==> src/rtl/gpr_wb_arbiter.sv <==
// Round-robin arbiter sharing the GPR write port between EXU (port 0) and LSU (port 1),
// with a per-register busy scoreboard for decode RAW-hazard stalls.
module gpr_wb_arbiter #(
    parameter int XLEN = 64,
    parameter int NREG = 32,
    parameter int AW   = 5
) (
    input  logic            clock,
    input  logic            reset,
    input  logic            issueValid,
    input  logic [AW-1:0]   issueRd,
    input  logic [AW-1:0]   rs1Addr,
    input  logic [AW-1:0]   rs2Addr,
    output logic            rs1Busy,
    output logic            rs2Busy,
    input  logic            req0Valid,
    input  logic [AW-1:0]   req0Addr,
    input  logic [XLEN-1:0] req0Data,
    output logic            req0Ready,
    input  logic            req1Valid,
    input  logic [AW-1:0]   req1Addr,
    input  logic [XLEN-1:0] req1Data,
    output logic            req1Ready,
    output logic            wen,
    output logic [AW-1:0]   wAddr,
    output logic [XLEN-1:0] wData
);

    logic [NREG-1:0] busy_q, busy_d;
    logic            last_grant_q, last_grant_d;
    logic            wen_q, wen_d;
    logic [AW-1:0]   waddr_q, waddr_d;
    logic [XLEN-1:0] wdata_q, wdata_d;

    logic            grant0_s, grant1_s, xfer_s;
    logic [AW-1:0]   acc_addr_s;
    logic [XLEN-1:0] acc_data_s;

    // Round-robin grant: with both valid, the port that did not win last time goes.
    always_comb begin
        grant0_s = 1'b0;
        grant1_s = 1'b0;
        if (req0Valid && req1Valid) begin
            if (last_grant_q) begin
                grant0_s = 1'b1;
            end else begin
                grant1_s = 1'b1;
            end
        end else if (req0Valid) begin
            grant0_s = 1'b1;
        end else if (req1Valid) begin
            grant1_s = 1'b1;
        end else begin
            grant0_s = 1'b0;
            grant1_s = 1'b0;
        end
    end

    assign req0Ready  = grant0_s;
    assign req1Ready  = grant1_s;
    assign xfer_s     = grant0_s | grant1_s;
    assign acc_addr_s = grant1_s ? req1Addr : req0Addr;
    assign acc_data_s = grant1_s ? req1Data : req0Data;

    // Next-state for scoreboard, grant history and output stage; issue set overrides accept clear.
    always_comb begin
        busy_d       = busy_q;
        last_grant_d = last_grant_q;
        wen_d        = 1'b0;
        waddr_d      = waddr_q;
        wdata_d      = wdata_q;
        if (xfer_s) begin
            busy_d[acc_addr_s] = 1'b0;
            last_grant_d       = grant1_s;
            wen_d              = (acc_addr_s != {AW{1'b0}});
            waddr_d            = acc_addr_s;
            wdata_d            = acc_data_s;
        end else begin
            last_grant_d = last_grant_q;
        end
        if (issueValid && (issueRd != {AW{1'b0}})) begin
            busy_d[issueRd] = 1'b1;
        end else begin
            busy_d[0] = 1'b0;
        end
        busy_d[0] = 1'b0;
    end

    // State registers with synchronous reset; a transfer in the reset cycle is dropped.
    always_ff @(posedge clock) begin
        if (reset) begin
            busy_q       <= {NREG{1'b0}};
            last_grant_q <= 1'b1;
            wen_q        <= 1'b0;
            waddr_q      <= {AW{1'b0}};
            wdata_q      <= {XLEN{1'b0}};
        end else begin
            busy_q       <= busy_d;
            last_grant_q <= last_grant_d;
            wen_q        <= wen_d;
            waddr_q      <= waddr_d;
            wdata_q      <= wdata_d;
        end
    end

    assign rs1Busy = busy_q[rs1Addr] & (rs1Addr != {AW{1'b0}});
    assign rs2Busy = busy_q[rs2Addr] & (rs2Addr != {AW{1'b0}});
    assign wen     = wen_q;
    assign wAddr   = waddr_q;
    assign wData   = wdata_q;

endmodule

==> config.mk <==
export PLATFORM = sky130hd
export DESIGN_NAME = gpr_wb_arbiter
export DESIGN_NICKNAME = d
export VERILOG_FILES = /design/src/rtl/gpr_wb_arbiter.sv
export SDC_FILE = /design/constraint.sdc
export NUM_CORES = 1
export LEC_CHECK = 0
export ABC_CLOCK_PERIOD_IN_PS = 6620
export BUFFER_PORTS_ARGS = -buffer_cell sky130_fd_sc_hd__buf_2
export CORE_ASPECT_RATIO = 0.7
export CORE_UTILIZATION = 51
export DETAILED_ROUTE_END_ITERATION = 7
export PLACE_DENSITY = 0.95
export RECOVER_POWER = 25
export SYNTH_ARGS = -nofsm -noshare
export SYNTH_HDL_FRONTEND = slang
export SYNTH_SLANG_ARGS = --single-unit
==> constraint.sdc <==
create_clock -name clock -period 6.62 [get_ports clock]
set_input_delay 1.324 -clock clock [delete_from_list [all_inputs] [get_ports clock]]
set_output_delay 1.324 -clock clock [all_outputs]
set_load 0.02 [all_outputs]
## Word-level counts from Yosys, hierarchy flattened

Cells that the tools add are included.

- Flip-flop bits (word level): 103
- Word-level logic and storage cells: 47
- Input bits: 158
- Output and inout bits: 74

- Mux-type cells: 19
- Bitwise gates (word level): 7
- Reduce and logical (&&, ||, !) cells: 9
- Order comparisons: 6

Operators with widths:

| operator | number |
|---|---|
| 2-to-1 mux 64 bit | 1 |
| bitwise AND 32 bit | 1 |
| 2-to-1 mux 32 bit | 1 |
| NOT 32 bit | 1 |
| OR 32 bit | 1 |
| 2-to-1 mux 31 bit | 1 |
| < comparator 5 x 6 -> 1 bit (second input constant) | 4 |
| nonzero test 5 bit | 4 |
| 2-to-1 mux 1 bit | 11 |
| binary-select mux 1 bit (select 5 bit) | 2 |
| demux 1 bit (select 5 bit) | 2 |
| greater-or-equal comparator 5 x 1 -> 1 bit (second input constant) | 2 |
| 2-to-1 mux 5 bit | 1 |
| logical AND 1 bit | 4 |
| bitwise AND 1 bit | 2 |
| OR reduction 2 bit | 1 |
| NOT 1 bit | 1 |
| OR 1 bit | 1 |

## Longest topological paths before layout

Gate-level depths: netlist of the first run.

- Word-level depth: 13
- Depth in mapped cells: 7
- Depth with buffers taken out: 4

## Worst setup path after synthesis of the first run

OpenSTA, ideal clock, no wires.

- Path kind: input port to output port
- Start: input port rs1Addr[1]
- End: output port rs1Busy
- Arrival: 2.817 ns
- Path slack: 2.479 ns
- Data required time: 5.296 ns
- Cell stages on the path: 4
- Path through: clkbuf_1 -> mux4_2 -> mux2_2 -> a311o_1

- Cells in the longest elaborated chain, start to end: 3
- Elaborated cells on any way between the ends: 4

RTL lines:

| item | line | RTL |
|---|---|---|
| start: declaration | 12 | `input logic [AW-1:0] rs1Addr,` |
| binary-select mux 1 bit (select 5 bit) | 106 | `assign rs1Busy = busy_q[rs1Addr] & (rs1Addr != {AW{1'b0}});` |
| 2-to-1 mux 1 bit (implied by the code) | 106 |  |
| bitwise AND 1 bit * | 106 |  |
| end: declaration | 14 | `output logic rs1Busy,` |

Every way passes the cells marked *; elsewhere a longest branch is shown, timed or not. The select of a mux whose other input is x is not followed.

## Worst setup path in the final report of the first run

- Start: input port rs2Addr[2]
- End: output port rs2Busy

- Cells in the longest elaborated chain, start to end: 3
- Elaborated cells on any way between the ends: 4

RTL lines:

| item | line | RTL |
|---|---|---|
| start: declaration | 13 | `input logic [AW-1:0] rs2Addr,` |
| binary-select mux 1 bit (select 5 bit) | 107 | `assign rs2Busy = busy_q[rs2Addr] & (rs2Addr != {AW{1'b0}});` |
| 2-to-1 mux 1 bit (implied by the code) | 107 |  |
| bitwise AND 1 bit * | 107 |  |
| end: declaration | 15 | `output logic rs2Busy,` |

Marked as above.

==> flow_summary.toml, run 1 <==
[logic_synthesis]
yosysTopAreaCell = "dfxtp_1"
ys_types = 41
synth-edff-count = 0
avgSynthCellArea_um2 = 9.21
synth_flop_cell = "dfxtp_1"
yosysWarnings = 0
async_reset_ff_share_pct = 0
synth_nets = 697
ys_seq_area_share_pct = 41.1
synthTopCellsByCount = "102 x dfxtp_1, 92 x nand2_1, 72 x mux2i_1"
synthCells = 539
synthesis.area_mm2 = 0.00496
synth_top_area_share_pct = 41.1
yosysMostFrequentCell = "dfxtp_1"
synthTopCellsByArea = "dfxtp_1 41%, mux2i_1 15%, nand2_1 7.0%"
synth_seq_cells = 102

[hold_path]
min_path_cells = 2
whs_endpoint = "wAddr[3]"
hold_path.class = "flip-flop to flip-flop"
min_from = "wAddr[3]"

[clocking]
cts.clk_slew.worst_paths_ps = 70
cts-htree-levels = 3
cts_resized = 0
worstSkewPairLatency_ps = 330
post-cts-setup-buffers = 0
root_buffer = "clkbuf_16"
holdBufCountCts = 0
cts_tree = "done"
cts_buffers = 9
clock_sinks = 102
cts_buffer_depth = 2

[floorplanning]
dieArea_mm2 = 0.0101
fp.dieW_um = 120
io_pins = 232
dieHeight_um = 84.6
rows = 29
coreArea_mm2 = 0.00925
initial_core_util_pct = 53.7

[outcome]
status = "complete, but fails checks"
violations = "capacitance limit, slew limit"

[global_routing]
grt_pass1_vias = 4840
grt-ovfl-total = 0
grtUsageTotal_pct = 30.7
grt_pass1_wl_um = 24100
antenna_found_initial = 0
grt_max_degree = 70

[drt]
dr_wl_met2_um = 7480
drc = 0
viasPerCell = 5.87
num_vias = 5132
drt_wl_total_um = 16000
wl_per_cell_um = 18.3
drt_iter0_drc = 704
topRoutingLayerUsed = "met4"
met3_length_um = 2020
dr.pass1.iters = 5
drtAntennaViolNets = 0
wl_met1_um = 6170

[power_and_ir_drop]
total_power_mw = 1.48
p_sw_uw = 424
vdd_ir_drop_max_mv = 0.149
internal_power_mw = 1.05
power.share.sequential_pct = 45.6
p_sw_share_pct = 28.7
power.static_leakage_nw = 2.62
p_clk_share_pct = 35.4
power.density_mw_per_mm2 = 231
pwr-share-comb_pct = 19.0

[placed_design]
place.port_buffers = 231
dpl.cell_count = 857
dp_hpwl_um = 12400
routabilityCongestion = 1.07

[timing]
tightest_slew_ps = 1600
period_needed_ps = 4250
hold_violations = 0
slew_viol_final = 37
clock.fmax_ghz = 0.235
grt_setup_unrepaired = "false"
skew_ps = 3.86
setup_viol = 0
slew_headroom_pct = -6.67
period_share_pct = 64.2
setup_tns_ps = 0

[cells_and_area]
final_cells = 874
multi_input_area_mm2 = 0.00267
regArea_mm2 = 0.00204
drive_gt1_share_pct = 32.0
fill_cells = 766
syn_to_final_growth_pct = 28.7
num_antenna_cells = 0
final_nets = 903

[worst_setup_path]
arrival_ps = 2930
r2r_end = "busy_q[11]"
r2r_slack_ps = 4030
crit_type = "input pin to primary output"
r2r_start = "last_grant_q"
crit_fanout = 8
end_kind = "primary output"
critPathRequiredTime_ps = 5300
start_kind = "input pin"
r2r_cells = 5

[job]
maxCapViolCount = 1
## layout make-up
cell class	instances	area share [%]
multi-input combinational	374	41.7
sequential	102	32.0
timing repair buffer	237	17.9
clock buffer	10	3.58
tap	124	2.43
inverter	21	1.23
clock inverter	6	1.12
## layer usage
layer | GRT usage, % | vias to the layer above
met2 | 49.1 | 325
met1 | 39.3 | 2385
met5 | 0 | -
met3 | 10.3 | 43
li1 | - | 2379
met4 | 9.32 | 0
## worst max-delay path, cell delays in order
cell and delay, ps:
buf_2 190, nor4bb_1 410, a311oi_1 90, a2111oi_0 580, a311o_1 180, buf_2 160
## sequential cells by signal, indices dropped and copies added, names as in the netlist
| register | cells |
|---|---|
| wen | 1 |
| wAddr | 5 |
| last_grant_q | 1 |
| busy_q | 31 |
| wData | 64 |
## metrics by stage
step	cell area, um^2	utilization (%)	setup WS, ps	hold slack, ps
2_1_floorplan	4960	-	2480	445
3_3_place_gp	6140	66.3	2480	429
3_5_place_dp	6140	66.3	2450	436
4_1_cts	6440	69.6	2450	452
5_1_grt	6390	69.1	2380	474
6_report	6390	69.1	2370	448
## cell families (layout without fill, tap and decap cells)
family / after synthesis / count (layout) / share of synthesized area, %
AOI/OAI and AO/OA: 130 / 130 / 16.7
buffers and inverters: 63 / 274 / 5.47
DFF: 102 / 102 / 41.1
muxes: 94 / 94 / 22.7
and+or+nand+nor: 150 / 150 / 14.0
## cells in the final DEF (no fill, tap or decap), drive strengths merged, types with 15 or more instances in the layout
| master | instances |
|---|---|
| inv | 22 |
| o41ai | 15 |
| clkbuf | 54 |
| dfxtp | 102 |
| buf | 193 |
| nand2 | 92 |
| o32ai | 16 |
| o21ai | 69 |
| a21oi | 17 |
| mux2i | 73 |
| nor4 | 18 |
## power by group through the flow
| stage | logic [mW] | clock network [mW] | registers (mW) |
|---|---|---|---|
| floorplan | 0.124 | 0 | 0.724 |
| global placement | 0.271 | 0 | 0.683 |
| detailed placement | 0.282 | 0 | 0.685 |
| CTS | 0.283 | 0.532 | 0.672 |
| global route | 0.300 | 0.560 | 0.676 |
| finish | 0.280 | 0.523 | 0.673 |
## worst max path at each step
| stage | startpoint | to | slack, ps | cells after the start |
|---|---|---|---|---|
| 3_3_place_gp | rs2Addr[0] | rs2Busy | 2480 | 5 |
| 4_1_cts | rs1Addr[0] | rs1Busy | 2450 | 5 |
| 5_1_grt | rs2Addr[2] | rs2Busy | 2380 | 6 |
| 6_report | rs2Addr[2] | rs2Busy | 2370 | 6 |
| 2_1_floorplan | rs1Addr[1] | rs1Busy | 2480 | 4 |
| 3_5_place_dp | rs1Addr[0] | rs1Busy | 2450 | 5 |
Note: power is estimated with default switching activity, not from simulation.
==> run 2: changes to the inputs <==
--- a/config.mk
+++ b/config.mk
@@ -5,12 +5,13 @@
 export SDC_FILE = /design/constraint.sdc
 export NUM_CORES = 1
 export LEC_CHECK = 0
-export ABC_CLOCK_PERIOD_IN_PS = 6620
+export ABC_AREA = 1
+export ABC_CLOCK_PERIOD_IN_PS = 3600
 export BUFFER_PORTS_ARGS = -buffer_cell sky130_fd_sc_hd__buf_2
 export CORE_ASPECT_RATIO = 0.7
-export CORE_UTILIZATION = 51
+export CORE_UTILIZATION = 44
 export DETAILED_ROUTE_END_ITERATION = 7
-export PLACE_DENSITY = 0.95
+export PLACE_DENSITY = 0.89
 export RECOVER_POWER = 25
 export SYNTH_ARGS = -nofsm -noshare
 export SYNTH_HDL_FRONTEND = slang
==> constraint.sdc (replaced) <==
create_clock -name clock -period 3.6 [get_ports clock]
set_input_delay 0.72 -clock clock [delete_from_list [all_inputs] [get_ports clock]]
set_output_delay 0.72 -clock clock [all_outputs]
set_load 0.02 [all_outputs]
==> flow_summary.toml, run 2 <==
[clocking]
cts_tree = "done"
cts_buffers = 9
cts-htree-levels = 3
post-cts-setup-buffers = 0
holdBufCountCts = 0
cts_buffer_depth = 2
worstSkewPairLatency_ps = 340
cts.clk_slew.worst_paths_ps = 70
clock_sinks = 102
root_buffer = "clkbuf_16"
cts_resized = 0

[drt]
dr.pass1.iters = 5
drt_wl_total_um = 17200
wl_per_cell_um = 15.1
drtAntennaViolNets = 0
viasPerCell = 5.31
drt_iter0_drc = 419
num_vias = 6065
drc = 0

[timing]
setup_viol = 0
holdWs_ps = 465
period_share_pct = 75.4
skew_ps = 6.86
slew_viol_final = 0
clock.fmax_ghz = 0.369
slew_headroom_pct = 40.3
period_needed_ps = 2710
tightest_slew_ps = 896
setup_tns_ps = 0
grt_setup_unrepaired = "false"
hold_violations = 0

[cells_and_area]
final_nets = 1138
fill_cells = 1168
mostFrequentLayoutCells = "187 x buf_2, 184 x nand2_1, 145 x nor2_1, 102 x dfxtp_1, 93 x nand3_1"
num_antenna_cells = 0
largest_reg_flops = 64
drive_gt1_share_pct = 25.8
final_common_cell = "buf_2"
syn_to_final_growth_pct = 23.9

[hold_path]
hold_path.class = "flip-flop to flip-flop"

[logic_synthesis]
ys_types = 29
synth_seq_cells = 102
yosysWarnings = 0
ys_seq_area_share_pct = 37.6
avgSynthCellArea_um2 = 6.96
synth_top_area_share_pct = 37.6
synthTopCellsByArea = "dfxtp_1 38%, nand2_1 13%, nor2_1 10%"
synth-edff-count = 0
synth_flop_cell = "dfxtp_1"
synthTopCellsByCount = "184 x nand2_1, 145 x nor2_1, 102 x dfxtp_1"
yosysTopAreaCell = "dfxtp_1"
synth_nets = 939
synthCells = 781
yosysMostFrequentCell = "nand2_1"
async_reset_ff_share_pct = 0
synthesis.area_mm2 = 0.00544

[global_routing]
grtUsageTotal_pct = 27.1
grt-ovfl-total = 0
grt_pass1_vias = 5789
grt_max_degree = 69
antenna_found_initial = 0
grt_pass1_wl_um = 27300

[outcome]
status = "completed"

[placed_design]
routabilityCongestion = 0.928
place.port_buffers = 231
dp_hpwl_um = 12600

[worst_setup_path]
crit_fanout = 25
max_stage_delay_ps = 350
cp_num_buf_inv = 4
end_kind = "primary output"
path_delay_family = "buffers and inverters"
crit_type = "input pin to primary output"
start_kind = "input pin"
cpMostUsedCell = "nand2_1"
critPathRequiredTime_ps = 2880
cp_slowest_cell = "buf_2"
path_cells = "buf_2, inv_1, nand2_1, nand3_1, nand2_1, nand2_1, nand2_1, inv_1, nand2_1, nand2_1, nand2_1, buf_2"
arrival_ps = 1990

[floorplanning]
dieHeight_um = 95.0
dieArea_mm2 = 0.0128
fp.dieW_um = 135
coreArea_mm2 = 0.0119
rows = 33
initial_core_util_pct = 45.7
io_pins = 232

[power_and_ir_drop]
vdd_ir_drop_max_mv = 0.241
power.density_mw_per_mm2 = 418
power.static_leakage_nw = 3.04

[job]
maxCapViolCount = 0
==> run 2: area by class of cell <==
| type | instances | area (um^2) | share of cell area (%) |
|---|---|---|---|
| clock buffers | 10 | 229 | 3.40 |
| well taps | 157 | 196 | 2.92 |
| inverters | 52 | 196 | 2.92 |
| multi-input cells | 579 | 2870 | 42.5 |
| clock inverters | 6 | 70.1 | 1.04 |
| repair buffers | 236 | 1140 | 16.9 |
| flip-flops and latches | 102 | 2040 | 30.3 |
==> run 2: logic make-up (layout without fill, tap and decap cells) <==
logic type,Yosys count,count (layout),share of synthesized area (%)
and+or+nand+nor,449,449,34.5
buffers and inverters,100,304,9.76
DFF,102,102,37.6
AOI/OAI and AO/OA,130,130,18.2
==> run 2: metal layers <==
metal	vias to the layer above	track usage (%)	wire (um)
li1	2966	-	-
met1	2814	33.4	7380
met2	251	45.7	8000
met3	34	7.39	1440
met4	0	9.74	393
met5	-	0	0
==> run 2: per-stage QoR <==
step	power [mW]	cell area [um^2]	cells	worst slack, ps	utilization (%)
after CTS	2.84	6790	1142	910	57.1
after detailed placement	1.86	6490	1126	911	54.6
final	2.82	6740	1142	887	56.7
after global routing	2.94	6740	1142	710	56.7
after global placement	1.85	6490	1126	954	54.6
after floorplan	1.65	5440	781	1270	-
==> run 2: worst reg2reg max path, stage by stage, from the launching register on <==
cell and delay (ps):
dfxtp_1 320, nand2_2 120, nand2_2 300, inv_2 360, buf_4 500, nor2_1 130
o31ai_1 310
==> run 2: final timing paths <==
kind           startpoint    endpoint  slack [ps]  cells past startpoint
min reg2reg    busy_q[27]  busy_q[27]         470                      2
max reg2reg  last_grant_q   wData[32]        1450                      6
max            rs2Addr[0]     rs2Busy         890                     12
min            busy_q[27]  busy_q[27]         470                      2
==> run 2: where the power goes <==
group          switching, mW  internal [mW]  total, mW
combinational          0.392          0.199      0.591
sequential            0.0384           1.20       1.24
clock                  0.445          0.544      0.988
==> run 3: changes to the inputs <==
--- a/config.mk
+++ b/config.mk
@@ -6,7 +6,7 @@
 export NUM_CORES = 1
 export LEC_CHECK = 0
 export ABC_AREA = 1
-export ABC_CLOCK_PERIOD_IN_PS = 3600
+export ABC_CLOCK_PERIOD_IN_PS = 2300
 export BUFFER_PORTS_ARGS = -buffer_cell sky130_fd_sc_hd__buf_2
 export CORE_ASPECT_RATIO = 0.7
 export CORE_UTILIZATION = 44
==> constraint.sdc (replaced) <==
create_clock -name clock -period 2.3 [get_ports clock]
set_input_delay 0.46 -clock clock [delete_from_list [all_inputs] [get_ports clock]]
set_output_delay 0.46 -clock clock [all_outputs]
set_load 0.02 [all_outputs]
==> flow_summary.toml, run 3 (synthesis gave the netlist of run 2 again) <==
[clocking]
root_buffer = "clkbuf_16"
cts_resized = 0
post-cts-setup-buffers = 0
holdBufCountCts = 0
cts_buffer_depth = 2
cts.clk_slew.worst_paths_ps = 70
cts-htree-levels = 3
cts_tree = "done"
cts_buffers = 9
worstSkewPairLatency_ps = 340
clock_sinks = 102

[timing]
clock.fmax_ghz = 0.477
period_needed_ps = 2100
period_share_pct = 91.1
skew_ps = 5.86
grt_setup_unrepaired = "false"
slew_viol_final = 0
tightest_slew_ps = 713
hold_violations = 0
slew_headroom_pct = 52.3
setup_viol = 0
setup_tns_ps = 0

[cells_and_area]
final_nets = 1146
final_core_util_pct = 57.6
fin_area_mm2 = 0.00684
mostFrequentLayoutCells = "188 x buf_2, 185 x nand2_1, 145 x nor2_1, 102 x dfxtp_1, 93 x nand3_1"
largest_reg_flops = 64
drive_gt1_share_pct = 26.5
num_antenna_cells = 0
syn_to_final_growth_pct = 25.9
fill_cells = 1137
final_common_cell = "buf_2"

[drt]
num_vias = 6084
drtAntennaViolNets = 0
drt_wl_total_um = 16800
wl_per_cell_um = 14.6
viasPerCell = 5.29
dr.pass1.iters = 5
drc = 0
drt_iter0_drc = 410

[hold_path]
min_from = "req0Data[27]"
hold_path.class = "input pin to flip-flop"

[floorplanning]
dieArea_mm2 = 0.0128
rows = 33
dieHeight_um = 95.0
initial_core_util_pct = 45.7
io_pins = 232
fp.dieW_um = 135
coreArea_mm2 = 0.0119

[worst_setup_path]
startpoint = "rs2Addr[0]"
start_kind = "input pin"
max_stage_delay_ps = 280
crit_fanout = 18
path_cells = "buf_2, inv_1, nand2_1, nand3_1, nand2_1, nand2_1, nand2_1, inv_1, nand2_1, nand2_1, nand2_1, buf_2"
cp_slowest_cell = "buf_2"
end_kind = "primary output"
r2r_start = "last_grant_q"
critPathRequiredTime_ps = 1840
crit_type = "input pin to primary output"
cpMostUsedCell = "nand2_1"
arrival_ps = 1640

[global_routing]
grt-ovfl-total = 0
grt_pass1_wl_um = 27000
grtUsageTotal_pct = 26.7
grt_max_degree = 47
grt_pass1_vias = 5710
antenna_found_initial = 1

[placed_design]
dp_hpwl_um = 12600
routabilityCongestion = 0.918
dpl_cell_area_mm2 = 0.00657
place.port_buffers = 231

[power_and_ir_drop]
power.static_leakage_nw = 3.12
power.density_mw_per_mm2 = 665
vdd_ir_drop_max_mv = 0.482

[outcome]
status = "completed"

[job]
maxCapViolCount = 0
-- run 3: worst paths after layout --
| kind | to | slack [ps] | depth (start not counted) |
|---|---|---|---|
| max | rs2Busy | 200 | 12 |
| min | wData[27] | 410 | 3 |
| max reg2reg | busy_q[26] | 320 | 9 |
| min reg2reg | busy_q[4] | 460 | 2 |
-- run 3: per-layer routing --
layer / vias to the layer above / track usage [%] / wire length [um]
met5: - / 0 / 13
met4: 2 / 10.1 / 496
met3: 40 / 6.80 / 1330
met2: 269 / 45.6 / 7740
met1: 2784 / 32.7 / 7170
li1: 2989 / - / -
-- run 3: where the power goes --
group          switching [mW]  internal [mW]
combinational           0.616          0.324
clock                   0.659           1.01
sequential             0.0592           1.88
total                    1.33           3.22
-- run 3: through the flow --
step	total power [mW]	worst slack (ps)	instances	hold slack, ps
CTS	4.60	244	1150	399
detailed placement	2.93	247	1134	454
global placement	2.91	284	1134	448
global route	4.76	35.5	1150	408
floorplan	2.59	490	781	439
finish	4.55	204	1150	409
-- run 3: worst max-delay path, delay by kind of cell --
family	cells	cell delay, ps
buf+inv	4	660
simple gates	8	510
-- run 3: cell type report --
cell class                 count  area, um^2  area share (%)
multi-input combinational    579        2860            41.8
sequential                   102        2040            29.8
timing repair buffer         244        1210            17.7
clock buffer                  11         253            3.69
inverter                      52         196            2.87
tap                          157         196            2.87
clock inverter                 5        81.3            1.19
